$ cat src/rtl/ram_bist.sv
// ram_bist: built-in self-test initiator for a 256x8 synchronous single-port RAM.
// Writes a selectable pattern to every address, then reads all addresses back
// and compares them through a READ_LAT-deep address/valid pipeline.
// Optional macro RAM_BIST_ERRCNT_EN builds the 8-bit saturating mismatch counter;
// without it err_count is tied to 0x00.
// dbg_state exposes the FSM state for observation.
// Handshake: start is a level sampled only in IDLE; done is a one-cycle pulse,
// and results hold from done until the next accepted start or reset.
module ram_bist #(
  parameter int READ_LAT = 1
) (
  input  logic       CLK,
  input  logic       RST,
  input  logic       start,
  input  logic [1:0] pattern,
  output logic       busy,
  output logic       done,
  output logic       pass,
  output logic [7:0] fail_addr,
  output logic [7:0] err_count,
  output logic [7:0] RAM_Din,
  output logic [7:0] RAM_Addr,
  output logic       RAM_EN,
  output logic       RAM_WE,
  input  logic [7:0] RAM_Dout,
  output logic [2:0] dbg_state
);

  typedef enum logic [2:0] {
    S_IDLE  = 3'd0,
    S_WRITE = 3'd1,
    S_READ  = 3'd2,
    S_DRAIN = 3'd3,
    S_DONE  = 3'd4
  } state_t;

  localparam logic [1:0] DRAIN_LAST = 2'(READ_LAT - 1);

  // Data written to / expected from address a under pattern p.
  function automatic logic [7:0] pat_fn(input logic [1:0] p, input logic [7:0] a);
    logic [7:0] r;
    case (p)
      2'b00:   r = 8'h00;
      2'b01:   r = 8'hFF;
      2'b10:   r = a[0] ? 8'hAA : 8'h55;
      default: r = a;
    endcase
    return r;
  endfunction

  state_t     state_q, state_d;
  logic [7:0] addr_q, addr_d;
  logic [7:0] din_q, din_d;
  logic       en_q, en_d;
  logic       we_q, we_d;
  logic       busy_q, busy_d;
  logic       done_q, done_d;
  logic       pass_q, pass_d;
  logic [7:0] fail_addr_q, fail_addr_d;
  logic [1:0] pat_q, pat_d;
  logic [1:0] dcnt_q, dcnt_d;
  logic       pv_q [READ_LAT];
  logic       pv_d [READ_LAT];
  logic [7:0] pa_q [READ_LAT];
  logic [7:0] pa_d [READ_LAT];
  logic       push;
  logic       mismatch;

  // Next-state, RAM port, result and compare-pipeline logic.
  always_comb begin
    state_d     = state_q;
    addr_d      = addr_q;
    din_d       = din_q;
    en_d        = 1'b0;
    we_d        = 1'b0;
    busy_d      = busy_q;
    done_d      = 1'b0;
    pass_d      = pass_q;
    fail_addr_d = fail_addr_q;
    pat_d       = pat_q;
    dcnt_d      = dcnt_q;
    push        = 1'b0;

    // The oldest pipeline stage lines up with RAM_Dout for the read it tracks.
    mismatch = pv_q[READ_LAT-1] && (RAM_Dout != pat_fn(pat_q, pa_q[READ_LAT-1]));
    if (mismatch) begin
      pass_d = 1'b0;
      // pass still high means no earlier mismatch in this test.
      if (pass_q) fail_addr_d = pa_q[READ_LAT-1];
    end

    case (state_q)
      S_IDLE: begin
        if (start) begin
          state_d     = S_WRITE;
          pat_d       = pattern;
          addr_d      = 8'h00;
          din_d       = pat_fn(pattern, 8'h00);
          en_d        = 1'b1;
          we_d        = 1'b1;
          busy_d      = 1'b1;
          pass_d      = 1'b1;
          fail_addr_d = 8'h00;
        end
      end
      S_WRITE: begin
        en_d = 1'b1;
        if (addr_q == 8'hFF) begin
          state_d = S_READ;
          addr_d  = 8'h00;
        end else begin
          we_d   = 1'b1;
          addr_d = addr_q + 8'd1;
          din_d  = pat_fn(pat_q, addr_q + 8'd1);
        end
      end
      S_READ: begin
        // The RAM samples addr_q on this edge, so it enters the pipeline now.
        push = 1'b1;
        if (addr_q == 8'hFF) begin
          state_d = S_DRAIN;
          dcnt_d  = 2'd0;
        end else begin
          en_d   = 1'b1;
          addr_d = addr_q + 8'd1;
        end
      end
      S_DRAIN: begin
        if (dcnt_q == DRAIN_LAST) begin
          state_d = S_DONE;
          done_d  = 1'b1;
          busy_d  = 1'b0;
        end else begin
          dcnt_d = dcnt_q + 2'd1;
        end
      end
      S_DONE:  state_d = S_IDLE;
      default: state_d = S_IDLE;
    endcase

    pv_d[0] = push;
    pa_d[0] = addr_q;
    for (int i = 1; i < READ_LAT; i++) begin
      pv_d[i] = pv_q[i-1];
      pa_d[i] = pa_q[i-1];
    end
  end

  // State, RAM port and result registers.
  always_ff @(posedge CLK) begin
    if (RST) begin
      state_q     <= S_IDLE;
      addr_q      <= 8'h00;
      din_q       <= 8'h00;
      en_q        <= 1'b0;
      we_q        <= 1'b0;
      busy_q      <= 1'b0;
      done_q      <= 1'b0;
      pass_q      <= 1'b0;
      fail_addr_q <= 8'h00;
      pat_q       <= 2'b00;
      dcnt_q      <= 2'd0;
      for (int i = 0; i < READ_LAT; i++) begin
        pv_q[i] <= 1'b0;
        pa_q[i] <= 8'h00;
      end
    end else begin
      state_q     <= state_d;
      addr_q      <= addr_d;
      din_q       <= din_d;
      en_q        <= en_d;
      we_q        <= we_d;
      busy_q      <= busy_d;
      done_q      <= done_d;
      pass_q      <= pass_d;
      fail_addr_q <= fail_addr_d;
      pat_q       <= pat_d;
      dcnt_q      <= dcnt_d;
      for (int i = 0; i < READ_LAT; i++) begin
        pv_q[i] <= pv_d[i];
        pa_q[i] <= pa_d[i];
      end
    end
  end

`ifdef RAM_BIST_ERRCNT_EN
  logic [7:0] err_q, err_d;

  // Saturating mismatch counter, cleared when a test is accepted.
  always_comb begin
    err_d = err_q;
    if (mismatch && (err_q != 8'hFF)) err_d = err_q + 8'd1;
    if ((state_q == S_IDLE) && start) err_d = 8'h00;
  end

  // Mismatch counter register.
  always_ff @(posedge CLK) begin
    if (RST) err_q <= 8'h00;
    else     err_q <= err_d;
  end

  assign err_count = err_q;
`else
  assign err_count = 8'h00;
`endif

  assign busy      = busy_q;
  assign done      = done_q;
  assign pass      = pass_q;
  assign fail_addr = fail_addr_q;
  assign RAM_Din   = din_q;
  assign RAM_Addr  = addr_q;
  assign RAM_EN    = en_q;
  assign RAM_WE    = we_q;
  assign dbg_state = state_q;

endmodule

$ cat config.mk
export PLATFORM = sky130hd
export DESIGN_NAME = ram_bist
export DESIGN_NICKNAME = d
export VERILOG_FILES = /design/src/rtl/ram_bist.sv
export SDC_FILE = /design/constraint.sdc
export NUM_CORES = 1
export LEC_CHECK = 0
export ABC_AREA = 1
export CORE_MARGIN = 2
export CORE_UTILIZATION = 45
export DETAILED_ROUTE_END_ITERATION = 16
export GPL_TIMING_DRIVEN = 0
export PLACE_DENSITY = 0.83
export SETUP_SLACK_MARGIN = 0.2
export SYNTH_ARGS = -nofsm -noshare
export SYNTH_HDL_FRONTEND = slang
export SYNTH_SLANG_ARGS = --single-unit
$ cat constraint.sdc
create_clock -name CLK -period 1.6 [get_ports CLK]
set_clock_uncertainty 0.2 [all_clocks]
set_input_delay 0.32 -clock CLK [delete_from_list [all_inputs] [get_ports CLK]]
set_output_delay 0.32 -clock CLK [all_outputs]
set_load 0.01 [all_outputs]
## After elaboration in Yosys (flattened, before gate mapping)

Memory sizes are Yosys's and may differ from the RTL's.
Cells that the tools add are included.

- Memories: 2
- Memory bits (writable): 9
- Register bits: 36
- ROM bits: 0
- Latch bits: 0
- Input bits: 13
- Output and inout port bits: 40
- Logic and storage cells: 92

Memories:

| memory | depth | width | rd ports | clocked after Yosys merged registers in | write ports | line | RTL |
|---|---|---|---|---|---|---|---|
| pa_q | 1 | 8 | 1 | 0 | 1 | 64 | `logic [7:0] pa_q [READ_LAT];` |
| pv_q | 1 | 1 | 1 | 0 | 1 | 62 | `logic pv_q [READ_LAT];` |

- Reductions and logical operators: 17
- Muxes and demuxes: 43
- Add/subtract/negate cells: 2
- Shifts and indexed selects: 0
- Magnitude comparators: 0
- Multiply operators: 0
- Bitwise operators: 1
- Div/mod/pow operators: 0
- Equality and inequality tests: 16

Operators with widths:

| kind | number |
|---|---|
| $mux 8 | 12 |
| $pmux 8 s3 | 3 |
| $pmux 8 s2 | 2 |
| $mux 1 | 15 |
| $ne 2x2->1 const B | 7 |
| $mux 3 | 4 |
| $pmux 3 s4 | 1 |
| $reduce_and 3->1 | 4 |
| $add 8x1->8 const B | 1 |
| $eq 8x8->1 const B | 1 |
| $ne 8x8->1 | 1 |
| $reduce_or 8->1 | 1 |
| $eq 3x2->1 const B | 2 |
| $reduce_bool 2->1 | 3 |
| $eq 2x1->1 const B | 2 |
| $eq 2x2->1 const B | 2 |
| $logic_not 2->1 | 2 |
| $mux 2 | 2 |
| $pmux 1 s2 | 2 |
| $pmux 2 s2 | 1 |
| $reduce_and 4->1 | 1 |
| $eq 3x1->1 const B | 1 |
| $logic_not 3->1 | 1 |
| $pmux 1 s3 | 1 |
| other kinds (7) | 7 |

## Logic depth before layout (Yosys ltp)

Gate-level depths: netlist of the first run.
An unclocked memory read counts as a cell.

- Word-level depth: 8
- Depth in mapped cells: 13
- Gate-level depth less buffers: 12

## Worst setup path before layout of the first run

Ideal clock, no wire load.

- Path type: reg2reg
- Start: reg addr_q[0] (netlist: RAM_Addr[0])
- End: reg state_q[1] (netlist: dbg_state[1])
- Path buffers: 0
- Period minus slack after synthesis: 1,778 ps
- Stages on the path, launching flop included: 11
- Arrival: 1,457 ps
- Setup time: 120 ps
- Required time: 1,280 ps
- Setup slack: -178 ps
- Cells stage by stage: dfxtp_1 > ha_1 > nand3_1 > inv_2 > nand3_1 > nor2_1 > nand2_1 > nand2_1 > nand2_1 > o21ai_1 > a21oi_1

- Longest elaborated chain between the ends: 3
- Elaborated cells between the ends (all ways): 4
- Classes of those cells: eq/ne: 3; reduce/logical: 1

Ends and longest elaborated chain:

| element | line | RTL |
|---|---|---|
| from (decl) | 52 | `logic [7:0] addr_q, addr_d;` |
| from (signal assigned) | 169 | `addr_q <= addr_d;` |
| $eq 8x8->1 * | 108, 120 |  |
| $ne 2x2->1 (no line) | -- |  |
| $reduce_and 4->1 (no line) * | -- |  |
| to (signal assigned) | 168 | `state_q <= state_d;` |
| to (decl) | 51 | `state_t state_q, state_d;` |

Mark *: on every way between the ends. The rest lies on a longest branch, timed or not.
A chain may end at the register's enable or synchronous reset.

## Worst setup path in the final report of the first run

- Start: reg addr_q[0] (netlist: RAM_Addr[0])
- End: reg addr_q[7] (netlist: RAM_Addr[7])

- Longest elaborated chain between the ends: 3
- Elaborated cells between the ends (all ways): 7
- Classes of those cells: add/sub: 1; eq/ne: 2; mux: 3; reduce/logical: 1

Ends and longest elaborated chain:

| element | line | RTL |
|---|---|---|
| $add 8x1->8 / $eq 8x8->1 (equally long branches) | -- |  |
| $mux 8 (tied with other cells) | 120 | `if (addr_q == 8'hFF) begin` |
| $pmux 8 s3 / $reduce_and 3->1 (equally long branches) | -- |  |

Parallel ways exist; a longest one is shown, timed or not. The select of a mux whose other input is x is not followed.

==> results of run 1 <==
-- report_power, final --
group          leakage (nW)  internal, mW  switching [mW]
clock network        0.0450         0.303           0.392
registers             0.380          1.39           0.199
logic                  1.23          1.25            1.73
total                  1.66          2.94            2.32
-- synth_stat cells, types with 4 or more instances --
cell                      instances
sky130_fd_sc_hd__nand2_1         69
sky130_fd_sc_hd__dfxtp_1         45
sky130_fd_sc_hd__inv_1           37
sky130_fd_sc_hd__a21oi_1         28
sky130_fd_sc_hd__nand3_1         26
sky130_fd_sc_hd__nor2_1          22
sky130_fd_sc_hd__nand2_2         16
sky130_fd_sc_hd__o21ai_0         13
sky130_fd_sc_hd__o21ai_1          9
sky130_fd_sc_hd__buf_4            8
sky130_fd_sc_hd__inv_2            8
sky130_fd_sc_hd__mux2_2           6
sky130_fd_sc_hd__nand4_1          4
sky130_fd_sc_hd__xor2_1           4
-- stage by stage --
stage | area, µm² | std cells
floorplan | 2470 | 329
global placement | 2990 | 440
detailed placement | 2990 | 440
CTS | 3550 | 477
global route | 3850 | 495
finish | 3850 | 495
-- worst max path at each step --
| stage | slack (ns) | endpoint | from |
|---|---|---|---|
| floorplan | 0.03 | pass | pat_q[1] |
| global placement | -0.46 | RAM_Addr[4] | RST |
| detailed placement | -0.48 | RAM_Addr[4] | RST |
| CTS | -0.1 | pass | pat_q[1] |
| global route | -0.30 | RAM_Addr[7] | RAM_Addr[0] |
| finish | -0.23 | RAM_Addr[7] | RAM_Addr[0] |
-- registers in the layout, summed over array words and instances, names as in the netlist --
register,flops
pv_q,1
done,1
dcnt_q,2
pat_q,2
RAM_Din,8
busy,1
dbg_state,3
pa_q,8
RAM_Addr,8
pass,1
fail_addr,8
RAM_WE,1
RAM_EN,1
-- cells by family (layout without fill, tap and decap cells) --
| family | Yosys count | in the layout | synth area share [%] |
|---|---|---|---|
| AND/OR/NAND/NOR | 147 | 150 | 30.1 |
| buffers and inverters | 61 | 157 | 11.7 |
| AO/OA/AOI/OAI | 55 | 55 | 12.6 |
| flip-flops | 45 | 45 | 39.3 |
| multiplexers | 6 | 6 | 2.95 |
| XOR/XNOR | 4 | 4 | 1.53 |
| adder cells (fa/ha/maj) | 3 | 3 | 1.64 |
| other | 1 | 8 | 0.164 |
-- tightest hold or removal path, cell delays in order, from the launching register on --
cell and delay (ns):
sky130_fd_sc_hd__dfxtp_2 0.33, sky130_fd_sc_hd__nand2_1 0.07, sky130_fd_sc_hd__a21oi_2 0.05
-- routing by layer --
metal / routed length [µm] / global-route usage [%] / vias up
met5: 0 / 0 / -
met4: 282 / 10.5 / 0
met3: 674 / 5.69 / 30
met2: 4030 / 45.4 / 156
met1: 3220 / 30.7 / 1268
li1: - / - / 1229
-- area by class of cell --
cell class / instances / area, µm² / share of cell area [%]
Multi-Input combinational cell: 226 / 1650 / 42.7
Sequential cell: 45 / 956 / 24.8
Timing Repair Buffer: 88 / 754 / 19.6
Inverter: 47 / 226 / 5.88
Buffer: 14 / 105 / 2.73
Tap cell: 67 / 83.8 / 2.18
Clock buffer: 6 / 72.6 / 1.88
Clock inverter: 2 / 10.0 / 0.260
-- timing repair --
item	4_1_cts	5_1_grt
gates resized for setup	175	74
gates cloned	4	0
pin swaps	22	27
endpoints found under the hold margin	0	0
endpoints found under the setup margin	70	62
buffers inserted	25	18
==> results list, run 1 <==
- Clock-pin slew was measured on the worst setup and hold paths at approximately 0.09 ns.
- In this design, the stage delay of the slowest critical-path cell is 0.37 ns.
- Number of remaining DRC errors: 0
* Global-route wire length before repair: around 11 mm
- Measured along the x axis, the die boundary spans 75.4 µm.
* Post-layout nets: 443
- Depth of the most critical reg-to-reg path: 8
* Drt first pass iters: 5
- # setup viols final: 29
* Failing checks: setup timing
* Clock root buffer: sky130_fd_sc_hd__clkbuf_8
- Flip-flop and latch count after synthesis: 45
- The critical path goes through buf_6 -> inv_6 -> nor3_4 -> nand4_1 -> o21ai_2 -> nand2_1 -> nand4_1 -> nand2_1.
* Standard cell with the maximum stage delay on the critical path: sky130_fd_sc_hd__dfxtp_4
* Number of different library cells in the post-synthesis netlist: 31
- In this run the biggest area consumer among cell types represents roughly two fifths of the synthesized area.
- Maximum root-to-sink buffer count: 2
* Post-place setup slack: -0.479 ns
- The worst setup path is of the reg -> reg kind.
* Worst Min Path Start: busy
- Hold-fix buffer count after cts: 0
* Filler cells: approximately 290
- Slack of the critical path: -0.233 ns
* Data required time at the worst endpoint: 1.58 ns
- Critical Path Sink Type: flip-flop
- In this run the static leakage power is 1.66 nW.
* Most common cell after layout, fill and taps aside: sky130_fd_sc_hd__nand2_1
* Worst-case register-to-register setup slack: -0.23 ns
- Final core occ: about four fifths
- Cells on Worst Hold Path: 2
- Yosys printed 0 warnings.
- The synthesized netlist occupies a cell area of 2290 µm².
- Detailed-route vias per instance: approximately 5.4
* Final RePlAce weighted congestion: a little under 0.9
- Die span in y: around 75 µm
- Achievable clock frequency: roughly 550 MHz
* Gate family responsible for the most delay along the worst path: simple AND/OR/NAND/NOR gates
- The floorplan step defined a core boundary enclosing 4820 µm².
- TritonCTS built the clock tree.
* Max-slew violation count: 0
- Setup repair after global routing could not meet its margin everywhere.
- Entering global routing, the biggest net connects 14 pins.
* Max-Cap Viols: 0
* Die ar.: between 5000 and 6000 µm²
- Number of hold-slack violations in the final timing report: 0
- Levels on crit path: 8
* Hold Path End: busy
- Summed over all instances, the cell type with the most area after synthesis is sky130_fd_sc_hd__dfxtp_1.
* Antenna-violating nets left: 0
- Of all nets on the critical path, the largest fanout is 3.
* Status: finished with violations
- Max VDD drop: between 1 and 1.5 mV
- In the final timing run, aggregate negative setup slack is -2.87 ns.
- The via count of the first global-routing pass was around 2,400.
* Count of clock tree sinks: 45
* Count of standard-cell rows: 25
- Sequential cell area fraction in the yosys report: 39.3%
- Wire length after detailed routing: 8.21 mm
* Worst R2R Start: RAM_Addr[0]
- The clock tree synthesis step divided the H-tree into 2 levels.
- Smallest hold slack: around 0.28 ns
- For this run, the leading register cell type out of synthesis is sky130_fd_sc_hd__dfxtp_1.
- Summing internal, switching and leakage power gives about 5.3 mW.
- Yosys mapped a number of flops with a built-in enable equal to 0.
* Final Cycle Share: 115%
- Global route total overflow: 0
- After detailed routing, the average wire length per cell comes to about 17 µm.
- Commonest non-fill, non-tap cells in the layout: 47 x sky130_fd_sc_hd__nand2_1, 41 x sky130_fd_sc_hd__buf_4, 28 x sky130_fd_sc_hd__inv_1
* Initial core utilization: between 40 and 50%
- Antenna violations before repair: 0
* Critical Path AT: 1.81 ns
- During placement, the flow inserted port buffers numbering 44.
* Number of vias in the routed layout: 2,683
- STA classifies the critical path startpoint as a flip-flop.
- 0 antenna diodes ended up in the layout.
- GRT Util Overall: around a quarter
* Worst flop-to-flop path endpoint: RAM_Addr[7]
- Path type of the worst min-delay path: reg -> reg
* IO Pins: 53
- Main area contributors after synthesis: sky130_fd_sc_hd__dfxtp_1 39%, sky130_fd_sc_hd__nand2_1 11%, sky130_fd_sc_hd__a21oi_1 6.1%
* CTS buffer count: 5
- The number of buffers and inverters on the critical path is 2.
- The smallest clock period supported by the final layout is computed as 1.83 ns.
* Post-Syn Area per Cell: 7.11 µm²
* Share of final-layout standard cells stronger than drive strength 1: 55.8%
- Compared with the post-synthesis result, the final layout area differs by 68.2%.
* Synthesized netlist cell count: 322
- Once detailed placement completed, the half-perimeter wirelength came to between 4 and 5 mm.
* Share of synthesized registers carrying an async set or reset: 0%
- Initial DRC count: around 160
- The later pin in the worst-skew pair is clocked with a latency of 0.30 ns.
- Dividing total power by cell area gives a power density of between 1000 and 1500 nW/µm².
(Power assumes the default switching activity.)
==> run 2: changes to the inputs <==
Settings changed: CAP_MARGIN set to 20, GPL_ROUTABILITY_DRIVEN set to 0.
==> results of run 2 <==
The final DEF is identical to that of run 1; final timing and power are the same.
==> run 3: changes to the inputs <==
Settings changed: CORE_MARGIN 2 to unset, REMOVE_ABC_BUFFERS set to 1.
==> results list, run 3 (same netlist as run 1, synthesis figures left out) <==
- Most common cell after layout, fill and taps aside: sky130_fd_sc_hd__nand2_1
- The fraction of final layout cells sized beyond drive strength 1 is 52.0% (-3.8 points).
- The utilization after layout was 76.4% (-3.6 points).
- Max VDD drop: 1.37 mV (+23%)
- Post-place setup slack: -1.26 ns (-0.778 ns)
- Power per standard cell area: 1560 nW/µm² (+14%)
* Hold-fix buffer count after cts: 0 (unchanged)
* GRT Util Overall: 30.8% (+4.9 points)
- Global route total overflow: 0 (unchanged)
- Average detailed-routed wire length per instance: 18.5 µm (+11%)
* Max_slew headroom: between 50% and 60%
- Post-layout nets: 432 (-2.5%)
* Number of H-tree branching levels: 2 (unchanged)
- The stage delay of the slowest cell on the critical path is 0.41 ns (+0.04 ns).
* Source-to-sink clock delay at the later pin of the worst-skew pair: 0.31 ns (about the same)
* Max-slew violation count: 0 (unchanged)
- Startpoint Class: flip-flop
- The count of antenna-violating nets left after detailed routing was 0 (unchanged).
* Number of hold-slack violations in the final timing report: 0 (unchanged)
- The total of endpoints with negative setup slack in the final report is 31 (+6.9%).
* Maximum root-to-sink buffer count: 2 (unchanged)
- The tightest min-delay check is of the reg -> reg type.
- The largest fanout of any net on the critical path came to 3 (unchanged).
- The final worst setup slack came to -0.233 ns (-0.000779 ns).
- The shortest clock period the worst path allows after layout came to 1.83 ns (+0.000779 ns).
- Gate family responsible for the most delay along the worst path: simple AND/OR/NAND/NOR gates
* Final Cycle Share: 115% (about the same)
- Max-Cap Viols: 0 (unchanged)
* Status: finished with violations
- Antenna violations before repair: 0 (unchanged)
- The starting DRC count in detailed routing is 242 (+48%).
* Die ar.: 5380 µm² (-5.2%)
* Initial core utilization: 47.6% (unchanged)
- Port buffer count: 44 (unchanged)
* IO Pins: 53 (unchanged)
- Detailed-route vias per instance: 5.57 (+2.7%)
* Drt first pass iters: 5 (unchanged)
- Smallest hold slack: 0.276 ns (-0.00830 ns)
- The worst path required time was 1.59 ns (about the same).
- Critical Path AT: 1.82 ns (about the same)
* CTS tree: yes
- The number of rows created at floorplan is 25 (unchanged).
- Number of remaining DRC errors: 0 (unchanged)
- Commonest non-fill, non-tap cells in the layout: 51 x sky130_fd_sc_hd__nand2_1, 36 x sky130_fd_sc_hd__buf_4, 29 x sky130_fd_sc_hd__inv_1
* Number of vias in the routed layout: 2,694 (+0.41%)
- For the pin with the worst max-slew slack, the measured transition is slightly above 0.6 ns.
* Achievable clock frequency: 545 MHz (about the same)
- Wire length after detailed routing: 8.94 mm (+8.9%)
- The number of clock sinks was 45 (unchanged).
* Post-place instance area: 2760 µm² (-7.9%)
- Horiz. Die Dim: 73.4 µm (-2.7%)
* DP Wirelength: 3.85 mm (-4.1%)
- The cell leakage power came to 1.62 nW (-1.9%).
- The total of fill cells in the finished design is 306 (+6.3%).
- CTS buffer count: 5 (unchanged)
- The clock slew seen by the registers of the worst setup and hold paths is 0.09 ns (about the same).
- The number of antenna diodes came to 0 (unchanged).
- The final cell area excluding filler cells was 3680 µm² (-4.5%).
- Kind of critical path: reg -> reg
- The critical path goes through ha_4 -> nand3_4 -> inv_4 -> nand3_4 -> nor2_4 -> nand2_2 -> nand2_4 -> nand2_2 -> o21ai_1 -> a21oi_1.
- Setup repair after global routing missed its margin: true
- STA classifies the critical path endpoint as a flip-flop.
- Standard cell core area: 4820 µm² (unchanged)
* Die span in y: 73.4 µm (-2.7%)
- The pin count of the biggest net entering global routing is 21 (+7).
* Clock root buffer: sky130_fd_sc_hd__clkbuf_8
- The number of buffer and inverter stages on the critical path was 1 (-1).
- Failing checks: setup timing
- Compared with the post-synthesis result, the final layout area differs by 60.6%.
* Standard cell with the maximum stage delay on the critical path: sky130_fd_sc_hd__dfxtp_4
- Global-route wire length before repair: 12.3 mm (+10%)
- Vias in the first global route: 2,508 (+3.6%)
-- run 3: worst register-to-register path, cell delays in order (launching register included) --
cell                      delay (ns)
sky130_fd_sc_hd__dfxtp_4        0.41
sky130_fd_sc_hd__ha_4           0.17
sky130_fd_sc_hd__nand3_4        0.09
sky130_fd_sc_hd__inv_4          0.10
sky130_fd_sc_hd__nand3_4        0.10
sky130_fd_sc_hd__nor2_4         0.12
sky130_fd_sc_hd__nand2_2        0.09
sky130_fd_sc_hd__nand2_4        0.12
sky130_fd_sc_hd__nand2_2        0.07
sky130_fd_sc_hd__o21ai_1        0.16
sky130_fd_sc_hd__a21oi_1        0.07
-- run 3: path summary, 6_finish.rpt --
check                             startpoint            to  slack [ns]  cells after the start
worst max-delay path             RAM_Addr[1]  dbg_state[1]       -0.23                     10
worst min-delay path            fail_addr[3]  fail_addr[3]        0.28                      2
worst max register to register   RAM_Addr[1]  dbg_state[1]       -0.23                     10
worst min register to register  fail_addr[3]  fail_addr[3]        0.28                      2
-- run 3: cell type report --
type,instances,area (µm²),area share (%)
well taps,67,83.8,2.28
multi-input cells,225,1550,42.1
repair buffers,92,741,20.1
clock inverters,2,37.5,1.02
flip-flops and latches,45,965,26.2
clock buffers,6,82.6,2.24
inverters,47,219,5.95
-- run 3: where the power goes --
part           switching (mW)  internal (mW)  total [mW]
registers               0.272           1.39        1.67
logic                    1.77           1.38        3.15
clock network           0.407          0.508       0.915
total                    2.45           3.28        5.73
-- run 3: stage by stage --
step / power (mW) / TNS [ns] / instances
2_1_floorplan: 2.58 / -1.56 / 315
3_5_place_dp: 3.24 / -33.56 / 426
5_1_grt: 5.96 / -5.30 / 484
3_3_place_gp: 3.19 / -30.59 / 426
4_1_cts: 5.04 / -0.799 / 472
6_report: 5.73 / -3.96 / 484
-- run 3: per-layer routing --
layer	global-route usage [%]	share of wire, %	up-vias
li1	-	-	1210
met1	34.6	37	1269
met2	53.3	51	169
met3	6.58	6.2	46
met4	18.6	5.1	0
met5	0	0	-
-- run 3: timing repair --
item,CTS,global route
setup endpoints to repair,77,60
cloned,2,0
resized for setup,208,78
pin swaps,23,21
setup buffers,36,12
